<file path="config.mk">
export PLATFORM = sky130hd
export DESIGN_NAME = adder_sched
export DESIGN_NICKNAME = d
export VERILOG_FILES = /design/src/rtl/adder_sched_pkg.sv /design/src/rtl/adder_sched_rr_arbiter.sv /design/src/rtl/adder_sched.sv
export SDC_FILE = /design/constraint.sdc
export NUM_CORES = 1
export LEC_CHECK = 0
export ABC_CLOCK_PERIOD_IN_PS = 5000
export BUFFER_PORTS_ARGS = -buffer_cell sky130_fd_sc_hd__buf_2
export CAP_MARGIN = 0
export CORE_ASPECT_RATIO = 0.75
export CORE_MARGIN = 5
export CORE_UTILIZATION = 43
export CTS_BUF_LIST = sky130_fd_sc_hd__clkbuf_16
export DETAILED_ROUTE_END_ITERATION = 16
export PLACE_DENSITY_LB_ADDON = 0.2
export REMOVE_ABC_BUFFERS = 1
export SETUP_SLACK_MARGIN = 0.05
export SLEW_MARGIN = 20
export SYNTH_ARGS = -nofsm -noshare
export SYNTH_HDL_FRONTEND = slang
export SYNTH_SLANG_ARGS = --single-unit
</file>
<file path="constraint.sdc">
create_clock -name clk -period 5 [get_ports clk]
set_input_delay 0.5 -clock clk [delete_from_list [all_inputs] [get_ports clk]]
set_output_delay 0.5 -clock clk [all_outputs]
set_load 0.02 [all_outputs]
</file>
<file path="src/rtl/adder_sched_pkg.sv">
// Shared types and defaults for the scheduled adder.
// Latency: n/a (declarations only).
// Backpressure: n/a.
package adder_sched_pkg;

    localparam int DEF_WIDTH = 8;
    localparam int DEF_NREQ  = 4;

    typedef enum logic {
        EMPTY = 1'b0,
        FULL  = 1'b1
    } state_t;

endpackage

</file>
<file path="src/rtl/adder_sched_rr_arbiter.sv">
// Round-robin arbiter: one-hot grant to the first request at or after ptr.
// Latency: combinational.
// Backpressure: none; the caller qualifies the grant.
module rr_arbiter #(
    parameter int NREQ = 4,
    parameter int PW   = (NREQ > 1) ? $clog2(NREQ) : 1
) (
    input  logic [NREQ-1:0] req,
    input  logic [PW-1:0]   ptr,
    output logic [NREQ-1:0] gnt
);

    logic [PW-1:0] idx;

    // Scan offsets from far to near so the nearest request to ptr wins;
    // NREQ is a power of two so the PW-bit add wraps modulo NREQ.
    always_comb begin
        gnt = '0;
        idx = '0;
        for (int k = NREQ - 1; k >= 0; k--) begin
            idx = ptr + PW'(k);
            if (req[idx]) begin
                gnt      = '0;
                gnt[idx] = 1'b1;
            end
        end
    end

endmodule

</file>
<file path="src/rtl/adder_sched.sv">
// Round-robin scheduled adder: picks one requester, registers a+b with carry.
// Latency: one cycle from transfer to res_valid.
// Backpressure: req_ready held low while the result register is full and unconsumed.
module adder_sched
    import adder_sched_pkg::*;
#(
    parameter  int WIDTH = DEF_WIDTH,
    parameter  int NREQ  = DEF_NREQ,
    localparam int IDW   = (NREQ > 1) ? $clog2(NREQ) : 1
) (
    input  logic                  clk,
    input  logic                  rst_n,
    input  logic [NREQ-1:0]       req_valid,
    output logic [NREQ-1:0]       req_ready,
    input  logic [NREQ*WIDTH-1:0] req_a,
    input  logic [NREQ*WIDTH-1:0] req_b,
    output logic                  res_valid,
    input  logic                  res_ready,
    output logic [WIDTH-1:0]      res_data,
    output logic                  res_carry,
    output logic [IDW-1:0]        res_id,
    output logic [7:0]            ovf_count
);

    state_t           state;
    logic [IDW-1:0]   ptr;
    logic [IDW-1:0]   gnt_idx;
    logic [NREQ-1:0]  gnt;
    logic             accept;
    logic             xfer;
    logic [WIDTH-1:0] sel_a;
    logic [WIDTH-1:0] sel_b;
    logic [WIDTH:0]   sum;

    rr_arbiter #(
        .NREQ (NREQ),
        .PW   (IDW)
    ) u_arb (
        .req (req_valid),
        .ptr (ptr),
        .gnt (gnt)
    );

    // A slot is free when empty or when the held result leaves this cycle.
    assign accept    = (state == EMPTY) || res_ready;
    assign req_ready = (rst_n && accept) ? gnt : '0;
    assign xfer      = |req_ready;
    assign res_valid = (state == FULL);

    always_comb begin
        gnt_idx = '0;
        for (int i = 0; i < NREQ; i++) begin
            if (gnt[i]) gnt_idx = IDW'(i);
        end
        sel_a = req_a[gnt_idx*WIDTH +: WIDTH];
        sel_b = req_b[gnt_idx*WIDTH +: WIDTH];
        sum   = {1'b0, sel_a} + {1'b0, sel_b};
    end

    always_ff @(posedge clk or negedge rst_n) begin
        if (!rst_n) begin
            state     <= EMPTY;
            res_data  <= '0;
            res_carry <= 1'b0;
            res_id    <= '0;
            ovf_count <= '0;
            ptr       <= '0;
        end else begin
            if (xfer) begin
                res_data  <= sum[WIDTH-1:0];
                res_carry <= sum[WIDTH];
                res_id    <= gnt_idx;
                ptr       <= gnt_idx + IDW'(1);
                if (sum[WIDTH] && (ovf_count != 8'hFF))
                    ovf_count <= ovf_count + 8'd1;
            end
            case (state)
                EMPTY:   if (xfer) state <= FULL;
                FULL:    if (res_ready && !xfer) state <= EMPTY;
                default: state <= EMPTY;
            endcase
        end
    end

endmodule

</file>
==> flow_summary.toml, run 1 <==
[drt]
dr.first_iter.drc_count = 86
wirelength_mm = 5.74
vias_per_cell = 5.44
drt-pass1-iter-count = 4
final_antenna_net_count = 0
via_count = 2122
drc_errors = 0
post_drt_wl_per_cell_um = 14.7

[placed_design]
dpl.hpwl_mm = 4.79
portBuffers = 94
routabilityCongestion = 0.815
placed_cells = 386
pre_cts_ws_ns = 0.297

[worst_setup_path]
cp.arrival_ns = 4.60
slowest_delay_ns = 0.45
crit_fanout = 8
start_kind = "flip-flop"
critical_path.slowest_cell = "dfrtp_2"
endpoint_kind = "flip-flop"
critPathKind = "flip-flop to flip-flop"
path_cells = "inv_1, ha_1, mux4_2, nor2_2, a21boi_1, a21oi_2, mux2i_1, a21oi_1, a21o_1, ha_1, inv_1, fa_1, nor2b_1, o21ai_0, a21boi_1, o221ai_1, a21oi_1, nand3_1, mux2_1"
required_ns = 5.13
r2r_slack_ns = 0.53

[final_layout]
drive_above_1_share = 0.370
diodes = 0
finalNetCount = 418
fin_cells = 390
syn2layout_area_growth_pct = 29.9

[die]
fp.dieArea_sq_um = 6520
die_h_um = 71.2
row_count = 22
ios = 95
initial_core_util = 0.441
core_area_sq_um = 4870
die_x_um = 91.6

[clock_network]
clk_pin_slew_ns = 0.06
cts_setup_buffers = 0
cts_tree = "yes"
cts_buffers = 3
clock-sinks = 22
clockRootBuffer = "clkbuf_16"
htreeDepth = 1
insertion_delay_ns = 0.25
cts_buffer_depth = 2

[worst_hold_path]
min-delay-path-class = "input port to asynchronous set/reset pin"

[timing]
max_slew.worst_pin.slew_ns = 0.546
maxSlewHeadroom = 0.634
layout_setup_ws_ns = 0.528
period_share = 0.894
skew_ns = 0.00320
post-route-min-period_ns = 4.47
final_hold_viol_count = 0
drv_slew = 0
fin_tns_setup_ns = 0
setup_viol = 0
max_freq_ghz = 0.224
rsz0062_at_grt = "false"

[yosys]
synth_edf_count = 0
ys_async_sr_fraction = 1.00
ys.flop_type = "dfrtp_1"
ys_ff_latch = 22
synthCells = 239
ys_warn_count = 0
synth_cell_type_count = 46
synthesis.area_sq_um = 2150
synth_seq_area_share = 0.256
syn_area_per_cell_sq_um = 8.99

[global_routing]
grt_max_degree = 26
overflow = 0
grt_pass1_vias = 2052
track_usage = 0.173
grt_pass1_wl_mm = 9.32
antenna_found_initial = 0

[run]
maxCapViolations = 0

[run_status]
status = "finished clean"
[Yosys cell counts, types with 2 or more instances]
library cell | n | area share
nand2_1 | 11 | 0.019
nand3_1 | 4 | 0.0093
nor2_1 | 16 | 0.028
and3_1 | 2 | 0.0058
o21ai_0 | 20 | 0.047
a21oi_1 | 20 | 0.047
o22ai_1 | 3 | 0.0087
clkbuf_1 | 7 | 0.012
xnor2_1 | 9 | 0.037
inv_1 | 6 | 0.010
a31oi_1 | 5 | 0.015
mux4_2 | 2 | 0.021
a21o_1 | 16 | 0.056
mux2i_1 | 22 | 0.10
nor2b_1 | 3 | 0.0087
buf_2 | 2 | 0.0047
ha_1 | 15 | 0.087
nor3_1 | 3 | 0.0070
mux2_2 | 4 | 0.021
nand4_1 | 4 | 0.012
and2_1 | 5 | 0.015
o21ai_1 | 2 | 0.0047
mux2_1 | 2 | 0.010
nand2b_1 | 3 | 0.0087
dfrtp_1 | 22 | 0.26
mux2_4 | 7 | 0.049
a21boi_1 | 2 | 0.0070
a21boi_0 | 2 | 0.0070
a31o_1 | 2 | 0.0082
buf_6 | 2 | 0.010
[cell families after synthesis]
group	share of synthesized area
compound gates	0.241
xor+xnor	0.0408
fa+ha+maj	0.0967
buf+inv	0.0413
flops	0.256
mux	0.204
simple gates	0.120
[stage by stage]
stage / hold WS [ns] / instance area [sq um] / util
2_1_floorplan: 0.204 / 2090 / -
3_3_place_gp: 0.473 / 2670 / 0.549
3_5_place_dp: 0.479 / 2670 / 0.549
4_1_cts: 0.222 / 2780 / 0.570
5_1_grt: 0.265 / 2790 / 0.573
6_report: 0.208 / 2790 / 0.573
[final cells by class]
type / instances / area (sq um)
timing repair buffer: 99 / 508
fill: 461 / 2080
inverter: 7 / 26.3
multi-input combinational: 198 / 1520
clock inverter: 1 / 30.0
clock buffer: 3 / 75.1
tap: 60 / 75.1
sequential: 22 / 552
[sequential cells by signal, indices dropped and copies added (netlist names)]
| signal | flops |
|---|---|
| res_data | 8 |
| ptr | 2 |
| res_valid | 1 |
| ovf_count | 8 |
| res_id | 2 |
| res_carry | 1 |
[what timing repair did]
| action | CTS | global route |
|---|---|---|
| resized for setup | 0 | 5 |
| setup endpoints to repair | 0 | 8 |
| hold buffers | 0 | 0 |
[per-layer routing]
| layer | global-route usage | share of wire | vias up |
|---|---|---|---|
| met3 | 0.0378 | 0.056 | 8 |
| met5 | 0 | 0 | - |
| met2 | 0.285 | 0.47 | 64 |
| met4 | 0.0251 | 0.011 | 0 |
| met1 | 0.238 | 0.47 | 980 |
| li1 | - | - | 1070 |
[layout by cell type, fill, tap and decap left out, types with 4 or more instances in the layout]
| cell | Yosys | routed |
|---|---|---|
| a21o_1 | 16 | 16 |
| nand3_1 | 4 | 4 |
| mux2i_1 | 22 | 22 |
| buf_4 | 0 | 5 |
| nand4_1 | 4 | 4 |
| mux2_4 | 7 | 7 |
| o21ai_0 | 20 | 20 |
| inv_1 | 6 | 6 |
| xnor2_1 | 9 | 9 |
| a21oi_1 | 20 | 19 |
| nor2_1 | 16 | 15 |
| buf_2 | 2 | 94 |
| mux2_2 | 4 | 4 |
| and2_1 | 5 | 5 |
| ha_1 | 15 | 15 |
| nand2_1 | 11 | 11 |
| dfrtp_1 | 22 | 21 |
| a31oi_1 | 5 | 5 |
[final timing paths]
check,from,to,cells past startpoint
max in group asynchronous,rst_n,ptr[1],1
worst min-delay path,rst_n,ovf_count[5],1
worst max register to register,ptr[1],ovf_count[1],19
min in group clk,ovf_count[6],ovf_count[6],1
worst min register to register,ovf_count[6],ovf_count[6],1
worst max-delay path,ptr[1],ovf_count[1],19
[worst max-delay path: cells and delay by family (launching register included)]
kind / cells / cell delay (ns)
flops: 1 / 0.45
mux: 3 / 0.86
simple gates: 3 / 0.49
compound gates: 8 / 1.44
buf+inv: 2 / 0.16
fa+ha+maj: 3 / 0.93
Power of run 1 is left out: the tool's default activity adds up to more than one toggle a clock period on the data nets, which glitch-free logic cannot reach.
==> run 2: changes to the inputs <==
--- a/config.mk
+++ b/config.mk
@@ -5,7 +5,7 @@
 export SDC_FILE = /design/constraint.sdc
 export NUM_CORES = 1
 export LEC_CHECK = 0
-export ABC_CLOCK_PERIOD_IN_PS = 5000
+export ABC_CLOCK_PERIOD_IN_PS = 3700
 export BUFFER_PORTS_ARGS = -buffer_cell sky130_fd_sc_hd__buf_2
 export CAP_MARGIN = 0
 export CORE_ASPECT_RATIO = 0.75
@@ -13,6 +13,7 @@
 export CORE_UTILIZATION = 43
 export CTS_BUF_LIST = sky130_fd_sc_hd__clkbuf_16
 export DETAILED_ROUTE_END_ITERATION = 16
+export GPL_TIMING_DRIVEN = 0
 export PLACE_DENSITY_LB_ADDON = 0.2
 export REMOVE_ABC_BUFFERS = 1
 export SETUP_SLACK_MARGIN = 0.05
==> constraint.sdc (replaced) <==
create_clock -name clk -period 3.7 [get_ports clk]
set_input_delay 0.37 -clock clk [delete_from_list [all_inputs] [get_ports clk]]
set_output_delay 0.37 -clock clk [all_outputs]
set_load 0.02 [all_outputs]
==> run 2 against run 1 <==
  * The flow now finishes with violations (negative setup slack)
  * Sequential share of layout area is 2.8 points lower
  * Utilization grew 9.5 points
  * Routed wire length grew 18%
  * Clock-buffer cell count did not move
  * Die area did not move
  * Hold slack worse by 0.12 ns
  * Non-clock buffer count is 29 higher
  * First-iteration DRC count rose by 9.3%
  * Fmax increased by 10%
  * Worst setup slack lost 0.89 ns
  * Critical path type unchanged
  * Clock skew down 0.00055 ns
==> flow_summary.toml, run 2 (synthesis results as in run 1) <==
[global_routing]
track_usage = 0.198
grt_pass1_wl_mm = 10.6
grt_pass1_vias = 2282
grt_max_degree = 25
overflow = 0
antenna_found_initial = 0

[worst_hold_path]
min-delay-path-class = "input port to asynchronous set/reset pin"

[die]
initial_core_util = 0.441
row_count = 22
die_h_um = 71.2
core_area_sq_um = 4870
ios = 95
die_x_um = 91.6
fp.dieArea_sq_um = 6520

[placed_design]
dpl_cell_area_sq_um = 2670
dpl.hpwl_mm = 4.41
routabilityCongestion = 0.898
placed_cells = 383
portBuffers = 94

[timing]
maxSlewHeadroom = 0.594
max_slew.worst_pin.slew_ns = 0.604
layout_setup_ws_ns = -0.362
post-route-min-period_ns = 4.06
rsz0062_at_grt = "true"
timing.hold.ws_ns = 0.0860
max_freq_ghz = 0.246
skew_ns = 0.00265
final_hold_viol_count = 0
drv_slew = 0
period_share = 1.10
setup_viol = 13

[drt]
wirelength_mm = 6.79
vias_per_cell = 5.53
post_drt_wl_per_cell_um = 16.2
dr.first_iter.drc_count = 94
drt-pass1-iter-count = 4
via_count = 2322
final_antenna_net_count = 0
drc_errors = 0

[worst_setup_path]
r2r_slack_ns = -0.36
critPathKind = "flip-flop to flip-flop"
slowest_delay_ns = 0.56
endpoint_kind = "flip-flop"
critPathLaunch = "ptr[0]"
crit_fanout = 5
critical_path.slowest_cell = "mux4_2"
path_cells = "buf_8, mux4_2, buf_6, inv_4, o22ai_4, a21oi_2, buf_8, mux2i_1, a21oi_1, a21o_1, ha_2, inv_2, fa_2, nor2b_2, o21ai_2, a21boi_2, o221ai_2, a21oi_2, nand3_2, mux2_4"
worstRegToRegCells = 20
cp.arrival_ns = 4.20
start_kind = "flip-flop"
r2r_end = "ovf_count[1]"
r2r-start = "ptr[0]"
required_ns = 3.84

[final_layout]
finalNetCount = 448
layout_commonest_cell = "buf_2"
reg.largest.list = "ovf_count (8), res_data (8)"
final_core_util = 0.667
drive_above_1_share = 0.517
fin_area_sq_um = 3250
diodes = 0
syn2layout_area_growth_pct = 51.3
layout_common_cells = "buf_2, buf_4, mux2i_1"
fillers = 401
fin_cells = 420

[clock_network]
cts_buffers = 3
clk_pin_slew_ns = 0.06
cts_buffer_depth = 2
insertion_delay_ns = 0.25
cts_tree = "yes"
holdBufCountCts = 0
htreeDepth = 1
clockRootBuffer = "clkbuf_16"
clock-sinks = 22

[run]
maxCapViolations = 0

[run_status]
failed_checks = "negative setup slack"
status = "finished, violations left"
==> run 2: cell types whose count changed in the layout (fill, tap and decap cells not counted), sizes merged <==
| cell | change |
|---|---|
| buf | +28 |
| inv | +1 |
| bufinv | -1 |
| a31o | +1 |
| bufbuf | +1 |
==> run 2: critical path: cells and delay by family, from the launching register on <==
| family | cells | cell delay [ns] |
|---|---|---|
| AO/OA/AOI/OAI | 8 | 1.16 |
| multiplexers | 3 | 0.95 |
| buffers and inverters | 5 | 0.56 |
| adder cells (fa/ha/maj) | 2 | 0.56 |
| flip-flops | 1 | 0.42 |
| AND/OR/NAND/NOR | 2 | 0.27 |
==> run 2: layer usage <==
layer  part of all wire  GRT usage  vias up  routed length, um
li1                   -          -     1131                  -
met1               0.43      0.248     1108               2900
met2               0.49      0.336       65               3310
met3              0.053     0.0493       18                359
met4              0.032     0.0635        0                216
met5                  0          0        -                  0
==> run 2: final cells by class <==
class | count | area [sq um] | area share
repair buffers | 128 | 781 | 0.240
multi-input cells | 199 | 1730 | 0.533
inverters | 7 | 31.3 | 0.00962
flip-flops and latches | 22 | 553 | 0.170
clock inverters | 1 | 3.75 | 0.00115
clock buffers | 3 | 75.1 | 0.0231
well taps | 60 | 75.1 | 0.0231
==> run 2: worst max-delay path by stage <==
stage                   end  slack [ns]  cells past startpoint
2_1_floorplan  ovf_count[1]       -1.53                     19
3_3_place_gp   ovf_count[1]       -2.53                     19
3_5_place_dp   ovf_count[1]       -2.16                     18
4_1_cts        ovf_count[1]       -0.21                     20
5_1_grt        ovf_count[7]       -0.56                     22
6_report       ovf_count[1]       -0.36                     20
==> run 2: timing repair <==
action | in CTS | in global routing
resized for setup | 45 | 12
cloned | 2 | 0
setup buffers | 27 | 4
pin swaps | 19 | 14
endpoints found under the setup margin | 19 | 14
==> run 2: stage by stage <==
step                worst slack, ns  setup TNS [ns]
floorplan                     -1.53          -16.35
detailed placement            -2.16          -23.43
global placement              -2.53          -32.44
CTS                          -0.214           -1.54
global route                 -0.558           -5.62
finish                       -0.362           -3.20
Power of run 2 is left out for the same reason.
